<file path="src/rtl/rf_pkg.sv">
// Shared types for the register-file write-back path: widths, the buffered
// write-back entry and the ROB-relative age helper.
package rf_pkg;

  localparam int ADDR = 5;
  localparam int TAG  = 7;

  typedef struct packed {
    logic [ADDR-1:0] rd;
    logic [TAG-1:0]  tag;
    logic [31:0]     data;
  } wb_entry_t;

  // Distance from the ROB head; the TAG-bit subtraction wraps with the ROB.
  function automatic logic [TAG-1:0] rob_age(input logic [TAG-1:0] tag,
                                             input logic [TAG-1:0] head);
    return tag - head;
  endfunction

endpackage

</file>
<file path="src/rtl/wb_lane_fifo.sv">
// DEPTH-entry write-back lane buffer; head visible the edge after push.
// full holds off the producer; pop and push in one cycle keep occupancy, no bypass.
module wb_lane_fifo
  import rf_pkg::*;
#(
  parameter int DEPTH = 2
) (
  input  logic      clk,
  input  logic      rstn,
  input  logic      flush,
  input  logic      push,
  input  wb_entry_t push_dat,
  input  logic      pop,
  output logic      full,
  output logic      empty,
  output wb_entry_t head
);

  localparam int PW = $clog2(DEPTH);
  localparam int CW = $clog2(DEPTH) + 1;

  wb_entry_t         mem_q [DEPTH];
  logic [PW-1:0]     wr_q, wr_d;
  logic [PW-1:0]     rd_q, rd_d;
  logic [CW-1:0]     cnt_q, cnt_d;
  logic              do_push, do_pop;

  assign full    = (cnt_q == CW'(DEPTH));
  assign empty   = (cnt_q == '0);
  assign head    = mem_q[rd_q];
  assign do_push = push && !full && !flush;
  assign do_pop  = pop && !empty && !flush;

  always_comb begin
    wr_d  = wr_q;
    rd_d  = rd_q;
    cnt_d = cnt_q;
    if (flush) begin
      wr_d  = '0;
      rd_d  = '0;
      cnt_d = '0;
    end else begin
      if (do_push) wr_d = wr_q + 1'b1;
      if (do_pop)  rd_d = rd_q + 1'b1;
      cnt_d = cnt_q + CW'(do_push) - CW'(do_pop);
    end
  end

  always_ff @(posedge clk or negedge rstn) begin
    if (!rstn) begin
      wr_q  <= '0;
      rd_q  <= '0;
      cnt_q <= '0;
    end else begin
      wr_q  <= wr_d;
      rd_q  <= rd_d;
      cnt_q <= cnt_d;
    end
  end

  // Payload storage needs no reset: occupancy alone decides what is valid.
  always_ff @(posedge clk) begin
    if (do_push) mem_q[wr_q] <= push_dat;
  end

endmodule

</file>
<file path="src/rtl/rf_wb_arbiter.sv">
// Two-lane write-back arbiter onto the single register-file write port.
// Accept-to-write is 2 edges; rdyN is low only while lane N's FIFO is full.
module rf_wb_arbiter #(
  parameter int ADDR  = 5,
  parameter int TAG   = 7,
  parameter int DEPTH = 2
) (
  input  logic            clk,
  input  logic            rstn,
  input  logic            v0,
  input  logic            v1,
  input  logic [ADDR-1:0] rd0,
  input  logic [ADDR-1:0] rd1,
  input  logic [TAG-1:0]  tag0,
  input  logic [TAG-1:0]  tag1,
  input  logic [31:0]     data0,
  input  logic [31:0]     data1,
  output logic            rdy0,
  output logic            rdy1,
  input  logic [TAG-1:0]  rob_head,
  input  logic            flush,
  output logic            we_w,
  output logic [ADDR-1:0] wa_w,
  output logic [31:0]     wd,
  output logic [TAG-1:0]  wtag,
  output logic            busy
);

  import rf_pkg::*;

  wb_entry_t       in0, in1, head0, head1, gnt_dat;
  logic            full0, full1, empty0, empty1;
  logic            push0, push1, pop0, pop1;
  logic            gnt_vld, gnt_lane;
  logic            rr_q, rr_d;
  logic            we_q, we_d;
  logic [ADDR-1:0] wa_q, wa_d;
  logic [31:0]     wd_q, wd_d;
  logic [TAG-1:0]  wtag_q, wtag_d;

  assign in0 = '{rd: rd0, tag: tag0, data: data0};
  assign in1 = '{rd: rd1, tag: tag1, data: data1};

  assign rdy0 = !full0;
  assign rdy1 = !full1;
  assign busy = !empty0 || !empty1;

  // Writes to x0 are accepted for flow control but never stored.
  assign push0 = v0 && !flush && (rd0 != '0);
  assign push1 = v1 && !flush && (rd1 != '0);

  wb_lane_fifo #(.DEPTH(DEPTH)) u_lane0 (
    .clk(clk), .rstn(rstn), .flush(flush),
    .push(push0), .push_dat(in0), .pop(pop0),
    .full(full0), .empty(empty0), .head(head0)
  );

  wb_lane_fifo #(.DEPTH(DEPTH)) u_lane1 (
    .clk(clk), .rstn(rstn), .flush(flush),
    .push(push1), .push_dat(in1), .pop(pop1),
    .full(full1), .empty(empty1), .head(head1)
  );

  always_comb begin
    gnt_vld  = 1'b0;
    gnt_lane = 1'b0;
    rr_d     = rr_q;
    if (flush) begin
      rr_d = 1'b0;
    end else if (!empty0 && !empty1) begin
      gnt_vld = 1'b1;
      // Same destination: oldest first so the youngest value lands last.
      if (head0.rd == head1.rd) begin
        gnt_lane = rob_age(head1.tag, rob_head) < rob_age(head0.tag, rob_head);
      end else begin
        gnt_lane = rr_q;
        rr_d     = ~rr_q;
      end
    end else if (!empty0) begin
      gnt_vld = 1'b1;
    end else if (!empty1) begin
      gnt_vld  = 1'b1;
      gnt_lane = 1'b1;
    end
  end

  assign pop0    = gnt_vld && !gnt_lane;
  assign pop1    = gnt_vld && gnt_lane;
  assign gnt_dat = gnt_lane ? head1 : head0;

  always_comb begin
    we_d   = gnt_vld;
    wa_d   = wa_q;
    wd_d   = wd_q;
    wtag_d = wtag_q;
    if (gnt_vld) begin
      wa_d   = gnt_dat.rd;
      wd_d   = gnt_dat.data;
      wtag_d = gnt_dat.tag;
    end
  end

  always_ff @(posedge clk or negedge rstn) begin
    if (!rstn) begin
      rr_q   <= 1'b0;
      we_q   <= 1'b0;
      wa_q   <= '0;
      wd_q   <= '0;
      wtag_q <= '0;
    end else begin
      rr_q   <= rr_d;
      we_q   <= we_d;
      wa_q   <= wa_d;
      wd_q   <= wd_d;
      wtag_q <= wtag_d;
    end
  end

  assign we_w = we_q;
  assign wa_w = wa_q;
  assign wd   = wd_q;
  assign wtag = wtag_q;

endmodule

</file>
<file path="config.mk">
export PLATFORM = sky130hd
export DESIGN_NAME = rf_wb_arbiter
export DESIGN_NICKNAME = d
export VERILOG_FILES = /design/src/rtl/rf_pkg.sv /design/src/rtl/wb_lane_fifo.sv /design/src/rtl/rf_wb_arbiter.sv
export SDC_FILE = /design/constraint.sdc
export NUM_CORES = 1
export LEC_CHECK = 0
export ABC_AREA = 1
export CORE_MARGIN = 2
export CORE_UTILIZATION = 50
export DETAILED_ROUTE_END_ITERATION = 6
export PLACE_DENSITY = 0.74
export SYNTH_ARGS = -nofsm -noshare
export SYNTH_HDL_FRONTEND = slang
export SYNTH_SLANG_ARGS = --single-unit
export TNS_END_PERCENT = 100
</file>
<file path="constraint.sdc">
create_clock -name clk -period 6.2 [get_ports clk]
set_input_delay 1.24 -clock clk [delete_from_list [all_inputs] [get_ports clk]]
set_output_delay 1.24 -clock clk [all_outputs]
set_load 0.005 [all_outputs]
</file>
Word level (Yosys, flattened, before mapping)
Memory sizes are Yosys's and may differ from the RTL's.
Cells that the tools add are included.
{"block": "totals", "output_inout_bits": 48, "ramBits": 176, "wordCells": 87, "inputBits": 100, "memories": 2, "register_bits": 54}
{"block": "classes", "eq_ne": 4, "n_reduce_logical": 32, "muxes": 26, "magnitude_cmp": 1, "n_addsub": 10, "bitwise_logic": 1}
{"memory": "u_lane0.mem_q", "words": 2, "word_bits": 44, "rd": 1, "rd_ports_with_merged_regs": 0, "wr": 1, "line_no": "wb_lane_fifo.sv:22", "text": "wb_entry_t mem_q [DEPTH];"}
{"memory": "u_lane1.mem_q", "words": 2, "word_bits": 44, "rd": 1, "rd_ports_with_merged_regs": 0, "wr": 1, "line_no": "wb_lane_fifo.sv:22"}
{"op": "2-to-1 mux 44 bit", "count": 1}
{"op": "2-to-1 mux 1 bit", "count": 23}
{"op": "logical AND 1 bit", "count": 15}
{"op": "subtractor 7 bit", "count": 2}
{"op": "nonzero test 2 bit", "count": 5}
{"op": "nonzero test 5 bit", "count": 2}
{"op": "less-than comparator 7 bit", "count": 1}
{"op": "zero test 1 bit", "count": 6}
{"op": "equality test 5 bit", "count": 1}
{"op": "adder 1 bit (second input constant)", "count": 4}
{"op": "adder 2 x 1 -> 2 bit", "count": 2}
{"op": "equality test 2 bit (second input constant)", "count": 2}
{"op": "zero test 2 bit", "count": 2}
{"op": "2-to-1 mux 2 bit", "count": 2}
{"op": "subtractor 2 x 1 -> 2 bit", "count": 2}
{"op": "inequality test 2 bit (second input constant)", "count": 1}
{"op": "AND reduction 2 bit", "count": 1}
{"op": "logical OR 1 bit", "count": 1}
{"op": "inverter 1 bit", "count": 1}

Longest topological paths before layout
Gate-level depths: netlist of the first run.
An unclocked memory read counts as a cell.
{"block": "depth", "depth_word": 12, "depth_mapped": 30, "mapped_depth_nobuf": 29}

By module
From an unflattened synthesis of the first run, not the netlist that was laid out.
{"block": "unflattened", "cells_unflattened": 1038, "area_unflattened_um2": 10445.0}
{"module": "wb_lane_fifo", "area_each_um2": 3519.6, "seq_area_each_um2": 2742.6, "instances": 2, "cells_each": 266}
{"module": "rf_wb_arbiter", "area_each_um2": 3405.8, "seq_area_each_um2": 1151.1, "instances": 1, "cells_each": 506}

Worst setup path after synthesis of the first run
No wires, ideal clock.
{"block": "synth_path", "kind": "input to register", "from": "in rob_head[0]", "to": "reg u_lane1.cnt_q[1]", "t_required_ns": 6.072, "setup_ns": 0.128, "arrival_time_ns": 4.217, "slack_ns": 1.855, "path_stages": 24, "n_path_buf": 1, "path_cell_list": "ha_1 inv_1 fa_1 a21oi_1 o21ai_0 a21o_1 a21oi_1 xor2_1 ha_1 nand2_1 inv_1 nand2_1 nand2_1 a21oi_1 nand4_1 nand3_4 nand3_2 buf_4 inv_2 ha_1 inv_1 ha_1 xor2_1 nor2_1"}
{"block": "synth_between", "elab_chain_len": 10, "word_cells_on_any_way": 11, "classes_between": "3 x add/sub; 1 x order compare; 4 x mux; 3 x reduce/logical"}
{"item": "start: declaration", "line_no": "rf_wb_arbiter.sv:20", "text": "input logic [TAG-1:0] rob_head,"}
{"item": "subtractor 7 bit", "line_no": "rf_pkg.sv:17", "text": "return tag - head;"}
{"item": "less-than comparator 7 bit *", "line_no": "rf_wb_arbiter.sv:74", "text": "gnt_lane = rob_age(head1.tag, rob_head) < rob_age(head0.tag, rob_head);"}
{"item": "2-to-1 mux 1 bit *", "line_no": "rf_wb_arbiter.sv:73", "text": "if (head0.rd == head1.rd) begin"}
{"item": "2-to-1 mux 1 bit *", "line_no": "rf_wb_arbiter.sv:70", "text": "end else if (!empty0 && !empty1) begin"}
{"item": "2-to-1 mux 1 bit *", "line_no": "rf_wb_arbiter.sv:68", "text": "if (flush) begin"}
{"item": "logical AND 1 bit *", "line_no": "rf_wb_arbiter.sv:88", "text": "assign pop1 = gnt_vld && gnt_lane;"}
{"item": "logical AND 1 bit * (2 in series)", "line_no": "wb_lane_fifo.sv:32", "text": "assign do_pop = pop && !empty && !flush;"}
{"item": "subtractor 2 x 1 -> 2 bit *", "line_no": "wb_lane_fifo.sv:45", "text": "cnt_d = cnt_q + CW'(do_push) - CW'(do_pop);"}
{"item": "2-to-1 mux 2 bit *", "line_no": "wb_lane_fifo.sv:38", "text": "if (flush) begin"}
{"item": "via u_lane1.cnt_d[1]", "line_no": "wb_lane_fifo.sv:25", "text": "logic [CW-1:0] cnt_q, cnt_d;"}
{"item": "end signal: assignment", "line_no": "wb_lane_fifo.sv:57", "text": "cnt_q <= cnt_d;"}
{"item": "end: declaration", "line_no": "wb_lane_fifo.sv:25"}
Mark *: on every way through the listed nets, which the timed path passes. The rest lies on a longest branch.
A chain may end at the register's enable or synchronous reset.

Final worst setup path of the first run
{"block": "layout_path", "from": "reg u_lane1.rd_q", "to": "reg u_lane0.cnt_q[1]"}
{"block": "layout_between", "elab_chain_len": 12, "word_cells_on_any_way": 13, "classes_between": "2 x add/sub; 1 x order compare; 1 x eq/ne; 4 x mux; 4 x reduce/logical; 1 x memory"}
{"item": "start: declaration", "line_no": "wb_lane_fifo.sv:24", "text": "logic [PW-1:0] rd_q, rd_d;"}
{"item": "start signal: assignment", "line_no": "wb_lane_fifo.sv:56", "text": "rd_q <= rd_d;"}
{"item": "memory (2 x 44 bit) *"}
{"item": "subtractor 7 bit", "line_no": "rf_pkg.sv:17"}
{"item": "less-than comparator 7 bit", "line_no": "rf_wb_arbiter.sv:74"}
{"item": "2-to-1 mux 1 bit *", "line_no": "rf_wb_arbiter.sv:73"}
{"item": "2-to-1 mux 1 bit *", "line_no": "rf_wb_arbiter.sv:70"}
{"item": "2-to-1 mux 1 bit *", "line_no": "rf_wb_arbiter.sv:68"}
{"item": "zero test 1 bit *", "line_no": "rf_wb_arbiter.sv:87", "text": "assign pop0 = gnt_vld && !gnt_lane;"}
{"item": "logical AND 1 bit *", "line_no": "rf_wb_arbiter.sv:87"}
{"item": "logical AND 1 bit * (2 in series)", "line_no": "wb_lane_fifo.sv:32"}
{"item": "subtractor 2 x 1 -> 2 bit *", "line_no": "wb_lane_fifo.sv:45"}
{"item": "2-to-1 mux 2 bit *", "line_no": "wb_lane_fifo.sv:38"}
{"item": "via u_lane0.cnt_d[1]", "line_no": "wb_lane_fifo.sv:25"}
{"item": "end signal: assignment", "line_no": "wb_lane_fifo.sv:57"}
{"item": "end: declaration", "line_no": "wb_lane_fifo.sv:25"}
Marked as above.

==> impl_results.md, run 1 <==
- Result of the run: finished clean
- Count of flip-flops with a built-in enable after synthesis: around 180
- Number of antenna violations at the first check in global routing: 0
- Fraction of final layout cells with drive strength greater than 1: 0.0719
- Count of warnings emitted by yosys: 0
- Final Critical Period: about 5.1 ns
- Net Count, Synth: between 900 and 1000
- Total area of multi-input combinational cells: 0.00290 sq mm
- Maximum fanout encountered on the critical timing path: 23
- Upper clock frequency limit: roughly 200 MHz
- Die area: roughly 0.021 sq mm
- Count of standard-cell rows: 51
- Number of gates resized after cts: 0
- Unrepaired setup endpoints after global routing: no
- Later-pin clock latency in the skew report: about 0.50 ns
- FF-to-FF Start: u_lane1.rd_q
- Post-synthesis cell type count: 30
- Nature of the critical path endpoint: flip-flop
- Part of the cycle the worst path needs: 0.824
- Global-route wire length before repair: ~36 mm
- Count of antenna-violating nets left after detailed routing: 0
- First drt pass iteration count: 5
- Avg Synthesized Cell Area: ~12 sq um
- Leading cell type in the layout, fill and taps excluded: sky130_fd_sc_hd__nand2_1
- Post-synth top flop: sky130_fd_sc_hd__edfxtp_1
- Io pins: roughly 150
- Slowest CP cell: sky130_fd_sc_hd__dfrtp_2
- Library cell used as clock root buffer: sky130_fd_sc_hd__clkbuf_16
- # Max-Cap Violations: 0
- Total gr overflow: 0
- Clock Tree Buf Depth: 3
- Total via count after detailed routing: 6511
- Post-synth design cell area: ~0.0099 sq mm
- Storage cell area: approximately 0.0066 sq mm
- Number of setup violations in the final report: 0
- Number of standard cells after synthesis: slightly above 800
- Die span in y: between 100 and 150 um
- Start point of the critical path: u_lane1.rd_q
- LEAKAGE: 4.97 nW
- CTS tree: done
- Maximum number of pins on one net before global-route repair: 55
- Commonest cells after routing, fill and taps aside: sky130_fd_sc_hd__nand2_1, sky130_fd_sc_hd__edfxtp_1, sky130_fd_sc_hd__clkdlybuf4s50_1
- Clk_skew: approximately 0.012 ns
- Core region area: 0.0195 sq mm
- Final hold violation count: 0
- Synthesized flop and latch total: 230
- Global routing usage summed across all routing layers: 0.220
- PwrDens: approximately 430 mW/mm^2
- Final-layout setup total negative slack: 0 ns
- Wire length per cell: ~18 um
- Starting utilization of the core area: 0.511
- Post-CTS setup buffer count: 0
- Layout-stage area growth over the synthesis result: 24.3%
- Remaining max-slew budget at the tightest pin: 0.376
- Sequential area share after synthesis: 0.668
- Required time at the endpoint of the critical path: between 6 and 7 ns
- Starting DRT DRC Count: about 350
- Die width: approximately 140 um
- Slack of the worst reg-to-reg path: ~1.1 ns
- Via count of the first global-routing pass: a little under 7000
- Number of sinks on the clock net: 230
- FILL cells: 1494
- Total DRC errors in the routed layout: 0
- Worst Max-Slew Pin Slew: roughly 0.94 ns
- Largest incremental delay on the critical path: 0.76 ns
- Net count of the finished layout: roughly 1100
- Async set-reset flop share out of synthesis: 0.235
- Clock-pin slew on the worst setup and hold paths: approximately 0.06 ns
- Critical path data arrival time: approximately 5.5 ns
- Category of the most critical setup path: reg2reg
- Worst voltage drop across the vdd grid: 310 uV
- Worst min path class: reg2reg
- Final core utilization: 0.635
- Routed wire length: 22.5 mm
- Number of buffers created by CTS: 23
- Post-cts hold buffer count: 0
- Max-slew violation count: 0
- H-tree depth: 1
- Worst hold start: wd[14]
- Number of vias per cell: between 5 and 6
- Port buffer count: ~150
- HPWL after detailed placement: 14.5 mm
- Startpoint type of the worst setup path: flip-flop
- Number of diodes added for antenna fixing: 0
- Final weighted congestion of routability-driven global placement: roughly 0.79
[synth_stat cells, types with 8 or more instances]
| master | n | area share |
|---|---|---|
| sky130_fd_sc_hd__a21oi_1 | 11 | 0.0055 |
| sky130_fd_sc_hd__buf_2 | 8 | 0.0040 |
| sky130_fd_sc_hd__clkbuf_1 | 19 | 0.0072 |
| sky130_fd_sc_hd__dfrtp_1 | 54 | 0.14 |
| sky130_fd_sc_hd__edfxtp_1 | 176 | 0.53 |
| sky130_fd_sc_hd__ha_1 | 22 | 0.028 |
| sky130_fd_sc_hd__inv_1 | 57 | 0.022 |
| sky130_fd_sc_hd__mux2i_1 | 68 | 0.068 |
| sky130_fd_sc_hd__nand2_1 | 218 | 0.082 |
| sky130_fd_sc_hd__nand3_1 | 55 | 0.028 |
| sky130_fd_sc_hd__nand4_1 | 41 | 0.026 |
| sky130_fd_sc_hd__nor2_1 | 21 | 0.0079 |
| sky130_fd_sc_hd__o21ai_0 | 14 | 0.0071 |
| sky130_fd_sc_hd__or2_2 | 10 | 0.0063 |
| sky130_fd_sc_hd__xor2_1 | 10 | 0.0088 |
[stage by stage]
step / hold WS (ns) / power, W / setup slack [ns] / area [sq um] / instances
4_1_cts: 0.481 / 0.00536 / 1.09 / 12400 / 1253
6_report: 0.476 / 0.00531 / 1.09 / 12400 / 1253
3_3_place_gp: 0.462 / 0.00402 / 0.879 / 11700 / 1213
5_1_grt: 0.507 / 0.00565 / 0.652 / 12400 / 1253
3_5_place_dp: 0.465 / 0.00407 / 0.763 / 11700 / 1213
2_1_floorplan: 0.473 / 0.00331 / 1.86 / 9940 / 827
[state kept, by name, summed over array words and instances (netlist names), 2 cells and up]
signal	count
u_lane0.cnt_q	2
u_lane0.mem_q	88
u_lane1.cnt_q	2
u_lane1.mem_q	88
wa_w	5
wd	32
wtag	7
[worst paths after layout]
| kind | to | depth (start not counted) |
|---|---|---|
| min in group asynchronous | wd[29] | 2 |
| setup / recovery | u_lane0.cnt_q[1] | 30 |
| hold reg to reg | wd[14] | 2 |
| max in group asynchronous | u_lane1.rd_q | 2 |
| setup reg to reg | u_lane0.cnt_q[1] | 30 |
| hold / removal | wd[14] | 2 |
[final cells by class]
type	instances	area share
well taps	265	0.0268
clock buffers	33	0.0504
multi-input cells	495	0.235
repair buffers	160	0.127
flip-flops and latches	230	0.537
inverters	63	0.0191
clock inverters	7	0.00476
[layer usage]
metal  share of wire  GRT usage  vias to the layer above
met4           0.025     0.0658                        0
met5               0          0                        -
li1                -          -                     3161
met1            0.42      0.285                     3137
met3           0.045     0.0311                       40
met2            0.51      0.386                      173
[cells by family (layout without fill, tap and decap cells)]
group | Yosys count | in the layout | synth area share
adder cells (fa/ha/maj) | 24 | 24 | 0.0317
flip-flops | 230 | 230 | 0.668
XOR/XNOR | 16 | 16 | 0.0141
buffers and inverters | 102 | 263 | 0.0433
AO/OA/AOI/OAI | 32 | 32 | 0.0167
AND/OR/NAND/NOR | 355 | 355 | 0.158
multiplexers | 68 | 68 | 0.0685
[critical path, delay by kind of cell (launching register included)]
family | cells | cell delay (ns)
fa+ha+maj | 4 | 1.08
compound gates | 4 | 0.64
flops | 1 | 0.76
xor+xnor | 2 | 0.32
buf+inv | 7 | 0.81
simple gates | 13 | 1.36
[power by group]
part | leakage (nW) | total [W] | internal [W] | switching [W]
Combinational | 2.36 | 0.00197 | 0.000850 | 0.00112
Sequential | 2.28 | 0.00207 | 0.00191 | 0.000152
Clock | 0.330 | 0.00128 | 0.000737 | 0.000543
Total | 4.97 | 0.00531 | 0.00350 | 0.00181
No activity file was read; power rests on OpenSTA's default activity.
==> run 2, diff against run 1 <==
--- a/config.mk
+++ b/config.mk
@@ -7,9 +7,9 @@
 export LEC_CHECK = 0
 export ABC_AREA = 1
 export CORE_MARGIN = 2
-export CORE_UTILIZATION = 50
+export CORE_UTILIZATION = 49
 export DETAILED_ROUTE_END_ITERATION = 6
-export PLACE_DENSITY = 0.74
+export PLACE_DENSITY = 0.75
 export SYNTH_ARGS = -nofsm -noshare
 export SYNTH_HDL_FRONTEND = slang
 export SYNTH_SLANG_ARGS = --single-unit
==> constraint.sdc (replaced) <==
create_clock -name clk -period 4.1 [get_ports clk]
set_input_delay 0.82 -clock clk [delete_from_list [all_inputs] [get_ports clk]]
set_output_delay 0.82 -clock clk [all_outputs]
set_load 0.005 [all_outputs]
==> run 2 against run 1 <==
The run now ends with negative setup slack left. Global-route usage decreased by 0.79 points. Via count increased by 4.7%. Register-to-register slack got worse by 1.1 ns. Cell count increased by 4.2%. Die area increased by 2.0%. Non-clock buffer count increased by 43. Sequential cell count unchanged. Design area increased by 5.7%.
==> impl_results.md, run 2 (same netlist as run 1, synthesis figures left out) <==
- Post-cts hold buffer count: 0
- Cell seen most often among critical-path stages: sky130_fd_sc_hd__nor2_1
- Core region area: between 0.02 and 0.025 sq mm
- Clk_skew: a little under 0.009 ns
- Met3 track demand over resource in global routing: 0.0297
- Upper clock frequency limit: about 240 MHz
- Max-slew violation count: 0
- Leading cell type in the layout, fill and taps excluded: sky130_fd_sc_hd__nand2_1
- # Max-Cap Violations: 0
- Global routing usage summed across all routing layers: 0.212
- Library cell used as clock root buffer: sky130_fd_sc_hd__clkbuf_16
- Number of setup violations in the final report: 1
- M1 GR Usage: 0.271
- Final weighted congestion of routability-driven global placement: approximately 0.83
- Clock Tree Buf Depth: 3
- Remaining max-slew budget at the tightest pin: 0.396
- Number of diodes added for antenna fixing: 0
- Sequential fraction of design power: 0.351
- Worst min path class: in2async
- Worst voltage drop across the vdd grid: 364 uV
- Io pins: ~150
- Switching Power: between 0.002 and 0.003 W
- Category of the most critical setup path: reg2reg
- Number of buffers created by CTS: 24
- Nature of the critical path endpoint: flip-flop
- Starting DRT DRC Count: 515
- Fraction of final layout cells with drive strength greater than 1: 0.153
- Wire length per cell: 17.6 um
- Via count of the first global-routing pass: ~6900
- Cell-internal power: 0.00586 W
- Gate power share: 0.396
- Critical path data arrival time: around 4.5 ns
- Number of sinks on the clock net: 230
- Count of standard-cell rows: between 50 and 60
- Total DRC errors in the routed layout: 0
- First drt pass iteration count: 5
- HPWL after detailed placement: 15.1 mm
- Global Route met2 Usage: 0.376
- Number of vias per cell: 5.22
- Final instance area: 0.0131 sq mm
- Part of the cycle the worst path needs: 1.01
- Commonest cells after routing, fill and taps aside: sky130_fd_sc_hd__nand2_1, sky130_fd_sc_hd__edfxtp_1, sky130_fd_sc_hd__clkdlybuf4s50_1
- Largest incremental delay on the critical path: about 0.4 ns
- Clock network fraction of total power: 0.253
- DP Cell Count: 1250
- Port buffer count: 147
- Sw Share: 0.334
- Die span in y: 146 um
- Required time at the endpoint of the critical path: between 4 and 5 ns
- Number of buffers and inverters on the critical path: 4
- Failing checks: negative setup slack
- Result of the run: finished with violations
- Total via count after detailed routing: 6816
- Net count of the finished layout: between 1000 and 1500
- LEAKAGE: ~5.3 nW
- Global-route wire length before repair: about 36 mm
- Routed wire length: 23.0 mm
- Slowest CP cell: sky130_fd_sc_hd__dfrtp_2
- Maximum fanout encountered on the critical timing path: 6
- CTS tree: done
- CP Depth: 25
- Cell Area, Placed: around 0.012 sq mm
- H-tree depth: 1
- Total gr overflow: 0
- Worst Max-Slew Pin Slew: between 0.9 and 1 ns
- Number of antenna violations at the first check in global routing: 0
- PwrDens: between 600 and 700 mW/mm^2
- Die width: 146 um
- Worst R2R Path Depth: 25
- Final hold violation count: 0
- Clock-pin slew on the worst setup and hold paths: 0.06 ns
- Startpoint type of the worst setup path: flip-flop
- Maximum number of pins on one net before global-route repair: between 40 and 50
- GRT busiest layer: met2
- Layout-stage area growth over the synthesis result: 31.4%
- Die area: 0.0214 sq mm
- Later-pin clock latency in the skew report: approximately 0.5 ns
- Final WS setup: -0.0305 ns
- Unrepaired setup endpoints after global routing: yes
- Non-filler cells, final: 1305
- Largest delay contributor family on the critical path: adder cells
- Count of antenna-violating nets left after detailed routing: 0
- Starting utilization of the core area: 0.496
- Final Critical Period: approximately 4.1 ns
==> run 2: routing by layer <==
metal,wire [um],vias up
met4,709,0
li1,-,3247
met3,1180,56
met1,9420,3309
met5,0,-
met2,11700,204
==> run 2: per-stage QoR <==
stage / util / setup TNS, ns / hold WS (ns) / power, W / worst slack (ns)
2_1_floorplan: - / 0 / 0.473 / 0.00501 / 0.0145
3_3_place_gp: 0.596 / -21.06 / 0.464 / 0.00623 / -0.524
3_5_place_dp: 0.596 / -23.04 / 0.465 / 0.00631 / -0.588
4_1_cts: 0.641 / 0 / 0.459 / 0.00863 / 0.0184
5_1_grt: 0.652 / -0.958 / 0.493 / 0.00935 / -0.241
6_report: 0.652 / -0.0305 / 0.436 / 0.00880 / -0.0305
==> run 2: layout make-up <==
cell class              instances  area (sq um)
clock buffers                  33           686
clock inverters                11           136
repair buffers                203          1920
flip-flops and latches        230          6640
multi-input cells             495          3100
inverters                      63           244
fillers                      1572          6980
well taps                     270           338
==> run 2: power by group through the flow <==
| stage | Sequential (W) | Combinational, W | Clock (W) |
|---|---|---|---|
| floorplan | 0.00311 | 0.00191 | 0 |
| global placement | 0.00313 | 0.00311 | 0 |
| detailed placement | 0.00313 | 0.00318 | 0 |
| CTS | 0.00309 | 0.00328 | 0.00226 |
| global route | 0.00313 | 0.00386 | 0.00236 |
| finish | 0.00309 | 0.00348 | 0.00223 |
==> run 2: repair_timing <==
| item | 4_1_cts | 5_1_grt |
|---|---|---|
| resized for setup | 13 | 42 |
| gates cloned | 0 | 0 |
| endpoints found under the setup margin | 49 | 47 |
| setup buffers | 3 | 9 |
| pin swaps | 1 | 26 |
==> run 2: final timing paths <==
check	from	end	slack (ns)
setup / recovery	u_lane1.rd_q	u_lane0.cnt_q[1]	-0.03
hold / removal	rstn	wd[27]	0.44
setup reg to reg	u_lane1.rd_q	u_lane0.cnt_q[1]	-0.03
hold reg to reg	wd[15]	wd[15]	0.48
max in group asynchronous	rstn	wd[8]	2.81
min in group clk	wd[15]	wd[15]	0.48
